==> config.mk <==
export PLATFORM = sky130hd
export DESIGN_NAME = fetch_sequencer_flat
export DESIGN_NICKNAME = d
export VERILOG_FILES = /design/src/rtl/fetch_sequencer_if.sv /design/src/rtl/fetch_sequencer.sv /design/src/flat_wrapper.sv
export SDC_FILE = /design/constraint.sdc
export NUM_CORES = 1
export LEC_CHECK = 0
export BUFFER_PORTS_ARGS = -buffer_cell sky130_fd_sc_hd__buf_2
export CORE_MARGIN = 2
export CORE_UTILIZATION = 25
export CTS_CLUSTER_DIAMETER = 80
export CTS_CLUSTER_SIZE = 25
export DETAILED_ROUTE_END_ITERATION = 10
export GPL_ROUTABILITY_DRIVEN = 1
export GPL_TIMING_DRIVEN = 0
export PLACE_DENSITY = 0.51
export SYNTH_ARGS = -nofsm -noshare
export SYNTH_HDL_FRONTEND = slang
export SYNTH_SLANG_ARGS = --single-unit
==> constraint.sdc <==
create_clock -name Clk -period 3.3 [get_ports Clk]
set_input_delay 0.33 -clock Clk [delete_from_list [all_inputs] [get_ports Clk]]
set_output_delay 0.33 -clock Clk [all_outputs]
set_load 0.01 [all_outputs]
==> src/rtl/fetch_sequencer_if.sv <==
// Decoder-facing bundle of the fetch sequencer.
// master = fetch side, slave = control decoder side.
interface fetch_sequencer_if #(
    parameter int PC_W = 9
);
    logic [1:0]      NextState;
    logic [8:0]      PrevInstructionIn;
    logic            BranchEn;
    logic [8:0]      BranchTarget;
    logic            AckIn;
    logic [PC_W-1:0] ProgCtr;
    logic [1:0]      CurrState;
    logic [8:0]      PrevInstruction;

    modport master (
        input  NextState,
        input  PrevInstructionIn,
        input  BranchEn,
        input  BranchTarget,
        input  AckIn,
        output ProgCtr,
        output CurrState,
        output PrevInstruction
    );

    modport slave (
        output NextState,
        output PrevInstructionIn,
        output BranchEn,
        output BranchTarget,
        output AckIn,
        input  ProgCtr,
        input  CurrState,
        input  PrevInstruction
    );
endinterface

==> src/rtl/fetch_sequencer.sv <==
// Fetch/sequencing stage: owns PC, decoder mode and previous instruction,
// and runs the IDLE/ARM/RUN/DONE program lifecycle.
module fetch_sequencer #(
    parameter int              PC_W       = 9,
    parameter logic [PC_W-1:0] START_ADDR = '0,
    parameter int              CNT_W      = 16
) (
    input  logic             Clk,
    input  logic             Reset,
    input  logic             Start,
    fetch_sequencer_if.master dec,
    output logic             Running,
    output logic             Done,
    output logic [CNT_W-1:0] CycleCount,
    output logic             IllegalState
);

    typedef enum logic [1:0] {
        IDLE,
        ARM,
        RUN,
        DONE
    } state_t;

    state_t           state_q, state_d;
    logic [PC_W-1:0]  pc_q, pc_d;
    logic [1:0]       cs_q, cs_d;
    logic [8:0]       pi_q, pi_d;
    logic [CNT_W-1:0] cnt_q, cnt_d;
    logic             ill_q, ill_d;
    logic [PC_W-1:0]  tgt;

    assign tgt = PC_W'(dec.BranchTarget);

    always_comb begin
        state_d = state_q;
        pc_d    = pc_q;
        cs_d    = cs_q;
        pi_d    = pi_q;
        cnt_d   = cnt_q;
        ill_d   = ill_q;
        // Start overrides everything, from any state
        if (Start) begin
            state_d = ARM;
            pc_d    = START_ADDR;
            cs_d    = 2'b00;
            pi_d    = '0;
            cnt_d   = '0;
            ill_d   = 1'b0;
        end else begin
            unique case (state_q)
                IDLE: state_d = IDLE;
                ARM:  state_d = RUN;
                RUN: begin
                    pi_d = dec.PrevInstructionIn;
                    if (cnt_q != '1) cnt_d = cnt_q + CNT_W'(1);
                    if (dec.AckIn) begin
                        state_d = DONE;
                        cs_d    = 2'b00;
                    end else begin
                        if (dec.BranchEn) pc_d = tgt;
                        else              pc_d = pc_q + PC_W'(1);
                        if (dec.NextState == 2'b11) begin
                            cs_d  = 2'b00;
                            ill_d = 1'b1;
                        end else begin
                            cs_d = dec.NextState;
                        end
                    end
                end
                DONE:    state_d = DONE;
                default: state_d = IDLE;
            endcase
        end
    end

    always_ff @(posedge Clk or negedge Reset) begin
        if (!Reset) begin
            state_q <= IDLE;
            pc_q    <= START_ADDR;
            cs_q    <= 2'b00;
            pi_q    <= '0;
            cnt_q   <= '0;
            ill_q   <= 1'b0;
        end else begin
            state_q <= state_d;
            pc_q    <= pc_d;
            cs_q    <= cs_d;
            pi_q    <= pi_d;
            cnt_q   <= cnt_d;
            ill_q   <= ill_d;
        end
    end

    assign dec.ProgCtr         = pc_q;
    assign dec.CurrState       = cs_q;
    assign dec.PrevInstruction = pi_q;
    assign Running             = (state_q == RUN);
    assign Done                = (state_q == DONE);
    assign CycleCount          = cnt_q;
    assign IllegalState        = ill_q;

endmodule

==> src/flat_wrapper.sv <==
// flat-port wrapper written by rule: the top's interface ports become plain ports
module fetch_sequencer_flat 
#(
    parameter int              PC_W       = 9,
    parameter logic [PC_W-1:0] START_ADDR = '0,
    parameter int              CNT_W      = 16
)
  (Clk, Reset, Start, Running, Done, CycleCount, IllegalState, dec_NextState, dec_PrevInstructionIn, dec_BranchEn, dec_BranchTarget, dec_AckIn, dec_ProgCtr, dec_CurrState, dec_PrevInstruction);
  fetch_sequencer_if #(.PC_W(PC_W)) dec_i ();
  input  logic Clk;
  input  logic Reset;
  input  logic Start;
  output logic Running;
  output logic Done;
  output logic [CNT_W-1:0] CycleCount;
  output logic IllegalState;
  input wire logic [$bits(dec_i.NextState)-1:0] dec_NextState;
  input wire logic [$bits(dec_i.PrevInstructionIn)-1:0] dec_PrevInstructionIn;
  input wire logic [$bits(dec_i.BranchEn)-1:0] dec_BranchEn;
  input wire logic [$bits(dec_i.BranchTarget)-1:0] dec_BranchTarget;
  input wire logic [$bits(dec_i.AckIn)-1:0] dec_AckIn;
  output wire logic [$bits(dec_i.ProgCtr)-1:0] dec_ProgCtr;
  output wire logic [$bits(dec_i.CurrState)-1:0] dec_CurrState;
  output wire logic [$bits(dec_i.PrevInstruction)-1:0] dec_PrevInstruction;
  assign dec_i.NextState = dec_NextState;
  assign dec_i.PrevInstructionIn = dec_PrevInstructionIn;
  assign dec_i.BranchEn = dec_BranchEn;
  assign dec_i.BranchTarget = dec_BranchTarget;
  assign dec_i.AckIn = dec_AckIn;
  assign dec_ProgCtr = dec_i.ProgCtr;
  assign dec_CurrState = dec_i.CurrState;
  assign dec_PrevInstruction = dec_i.PrevInstruction;
  fetch_sequencer #(.PC_W(PC_W), .START_ADDR(START_ADDR), .CNT_W(CNT_W)) u_core (.Clk(Clk), .Reset(Reset), .Start(Start), .dec(dec_i), .Running(Running), .Done(Done), .CycleCount(CycleCount), .IllegalState(IllegalState));
endmodule
==> metrics.csv <==
stage,metric,value,unit
grt,antenna_found_initial,0,
cells_and_area,fill_cells,833,
grt,globalRouteMet1Util,0.186,
routing,vias,1864,
floorplanning,core_region_area,7730,um2
timing,rsz0062_at_grt,false,
cts,cts_tree,built,
pwr,vdd_drop_max,0.000118,V
worst_setup_path,critPathKind,flip-flop to primary output,
timing,final_max_slew_viol_count,0,
pwr,power,0.922,mW
cts,cts_made_buffers,5,
timing,min_period_over_period,0.703,
cells_and_area,final_net_count,319,
cts,numClockSinks,39,
grt,grt_max_degree,40,
logic_synthesis,syn_area,2000,um2
pwr,comb_power_share,0.098,
floorplanning,dieArea,8750,um2
timing,slew_headroom,0.397,
cts,root_buffer,clkbuf_8,
cts,h-tree-depth,2,
worst_setup_path,start_kind,flip-flop,
grt,grt_overflow,0,
routing,first_iter_violations,88,
cts,clock_latency,0.30,ns
floorplanning,rows,32,
timing,tns,0,ns
placement,place_inst,387,
cts,ctsHoldBuffers,0,
timing,hold_ws,0.159,ns
pwr,seq_power_share,0.542,
pwr,clock_power_share,0.360,
placement,dp_hpwl,3.98,mm
cts,cts.path.max_buffers,2,
run,maxCapViolCount,0,
logic_synthesis,synth_ff_type,dfrtp_1,
cells_and_area,final_common_cell,buf_2,
cts,cts_setup_buffers,0,
grt,grt_first_pass_wirelength,9.10,mm
worst_setup_path,critPathArrivalTime,1.99,ns
worst_setup_path,path_max_fanout,10,
timing,skew,0.0115,ns
worst_setup_path,critPathSlowestCell,dfrtp_1,
logic_synthesis,synth-edff-count,0,
routing,routed_wl,5.51,mm
hold_path,hold_path.class,input pin to async pin,
pwr,switchingPower,0.251,mW
placement,pre_cts_slack,1.24,ns
logic_synthesis,synth-seq-cells,39,
timing,final_hold_viol_count,0,
worst_setup_path,crit_buf_inv,4,
logic_synthesis,postSynth.asyncResetShare,1.00,
worst_setup_path,worstReg2RegStart,u_core.CycleCount[0],
worst_setup_path,crit_chain,nand2b_1 -> clkbuf_1 -> inv_1 -> buf_1 -> buf_2,
logic_synthesis,syn-num-nets,249,
logic_synthesis,synth_cells,222,
cells_and_area,syn2layout_area_growth,26.4,%
worst_setup_path,max_stage_delay,0.45,ns
pwr,p_sw_frac,0.272,
cells_and_area,final_util,0.328,
worst_setup_path,critPathTopFamily,buffers and inverters,
routing,final_antenna_net_count,0,
routing,routed_via_density,4.72,
floorplanning,dieHeight,93.5,um
grt,grt_pass1_vias,1771,
worst_setup_path,crit_start,u_core.state_q[0],
cts,post_cts_resized,0,
logic_synthesis,yosys_warnings,0,
placement,place_area,2450,um2
cells_and_area,stdcell_count,395,
pwr,p_per_area,364,nW/um2
timing,fin_crit,2.32,ns
floorplanning,dieWidth,93.5,um
timing,setup_ws,0.982,ns
floorplanning,start_util,0.259,
worst_setup_path,cp-end-kind,primary output,
grt,met3_usage,0.0338,
pwr,cellLeakagePower,1.12,nW
cts,clk_pin_slew_worst_paths,0.09,ns
placement,port-buffer-count,63,
routing,post-route-drc-count,0,
logic_synthesis,yosysUniqueCellTypes,42,
placement,gp_congestion,0.762,
timing,finalSetupViolCount,0,
grt,grt-busiest-layer,met2,
floorplanning,ios,64,
logic_synthesis,ys_seq_area_frac,0.487,
cells_and_area,final_cell_mix,"buf_2 (63), dfrtp_1 (39), nand2_1 (29)",
grt,grt_usage,0.133,
cells_and_area,final_cell_area,2530,um2
cells_and_area,layout-drive-gt1-share,0.266,
logic_synthesis,avgSynthCellArea,9.02,um2
pwr,p_int,0.671,mW
routing,dr.pass1.iters,4,
timing,fmax,0.431,GHz
grt,use_met2,0.198,
routing,avgRoutedWirePerCell,14.0,um
timing,worst_pin_slew,0.905,ns
worst_setup_path,critPathRequiredTime,2.97,ns
cells_and_area,num_antenna_cells,0,
outcome,outcome,"complete, no violations",
==> per-layer routing <==
metal / part of all wire / vias to the layer above
li1: - / 942
met1: 0.49 / 867
met2: 0.43 / 51
met3: 0.067 / 4
met4: 0.014 / 0
met5: 0 / -
==> registers in the layout, summed over array words and instances (netlist names) <==
register	flops
u_core.dec.ProgCtr	9
u_core.dec.CurrState	2
u_core.IllegalState	1
u_core.dec.PrevInstruction	9
u_core.CycleCount	16
u_core.state_q	2
==> Yosys cell counts, types with 2 or more instances <==
master | instances | area share
a21oi_1 | 22 | 0.055
a22oi_1 | 6 | 0.022
a31oi_1 | 6 | 0.019
buf_1 | 2 | 0.0037
clkbuf_1 | 8 | 0.015
dfrtp_1 | 39 | 0.49
ha_1 | 2 | 0.012
inv_1 | 6 | 0.011
mux2i_1 | 3 | 0.015
nand2_1 | 29 | 0.054
nand3_1 | 8 | 0.020
nand3b_1 | 4 | 0.015
nand4_1 | 5 | 0.016
nor2_1 | 17 | 0.032
nor2b_1 | 2 | 0.0062
nor3_1 | 11 | 0.027
nor4_1 | 6 | 0.019
o21ai_0 | 10 | 0.025
o22ai_1 | 3 | 0.0094
or2_2 | 2 | 0.0062
or3_1 | 3 | 0.0094
or4_1 | 2 | 0.0075
xnor2_1 | 7 | 0.031
==> path summary, 6_finish.rpt <==
check                                                 to  slack (ns)  cells after the start
setup / recovery                                 Running        0.98                      5
min in group Clk           u_core.dec.PrevInstruction[7]        0.26                      3
setup reg to reg                    u_core.CycleCount[0]        1.23                      5
hold reg to reg                      u_core.IllegalState        0.51                      2
hold / removal                     u_core.dec.ProgCtr[4]        0.16                      1
max in group asynchronous           u_core.CycleCount[2]        2.57                      1
==> power by group through the flow <==
stage | sequential, mW | combinational, mW | clock [mW]
6_report | 0.500 | 0.0902 | 0.332
5_1_grt | 0.502 | 0.102 | 0.361
4_1_cts | 0.500 | 0.0928 | 0.347
3_5_place_dp | 0.509 | 0.0926 | 0
3_3_place_gp | 0.509 | 0.0922 | 0
2_1_floorplan | 0.512 | 0.0384 | 0
==> cells by family (layout without fill, tap and decap cells) <==
family | after synthesis | after routing | share of synthesized area
compound gates | 53 | 53 | 0.156
xor+xnor | 8 | 8 | 0.0350
fa+ha+maj | 2 | 2 | 0.0125
buf+inv | 16 | 87 | 0.0300
flops | 39 | 39 | 0.487
mux | 4 | 4 | 0.0206
simple gates | 100 | 100 | 0.259
==> layout make-up <==
| class | instances | area [um2] | area share |
|---|---|---|---|
| Inverter | 6 | 22.5 | 0.00890 |
| Buffer | 10 | 37.5 | 0.0148 |
| Sequential cell | 39 | 976 | 0.386 |
| Timing Repair Buffer | 63 | 315 | 0.125 |
| Clock inverter | 2 | 12.5 | 0.00494 |
| Tap cell | 102 | 128 | 0.0504 |
| Clock buffer | 6 | 72.6 | 0.0287 |
| Multi-Input combinational cell | 167 | 967 | 0.382 |
Note: power is estimated with default switching activity, not from simulation.
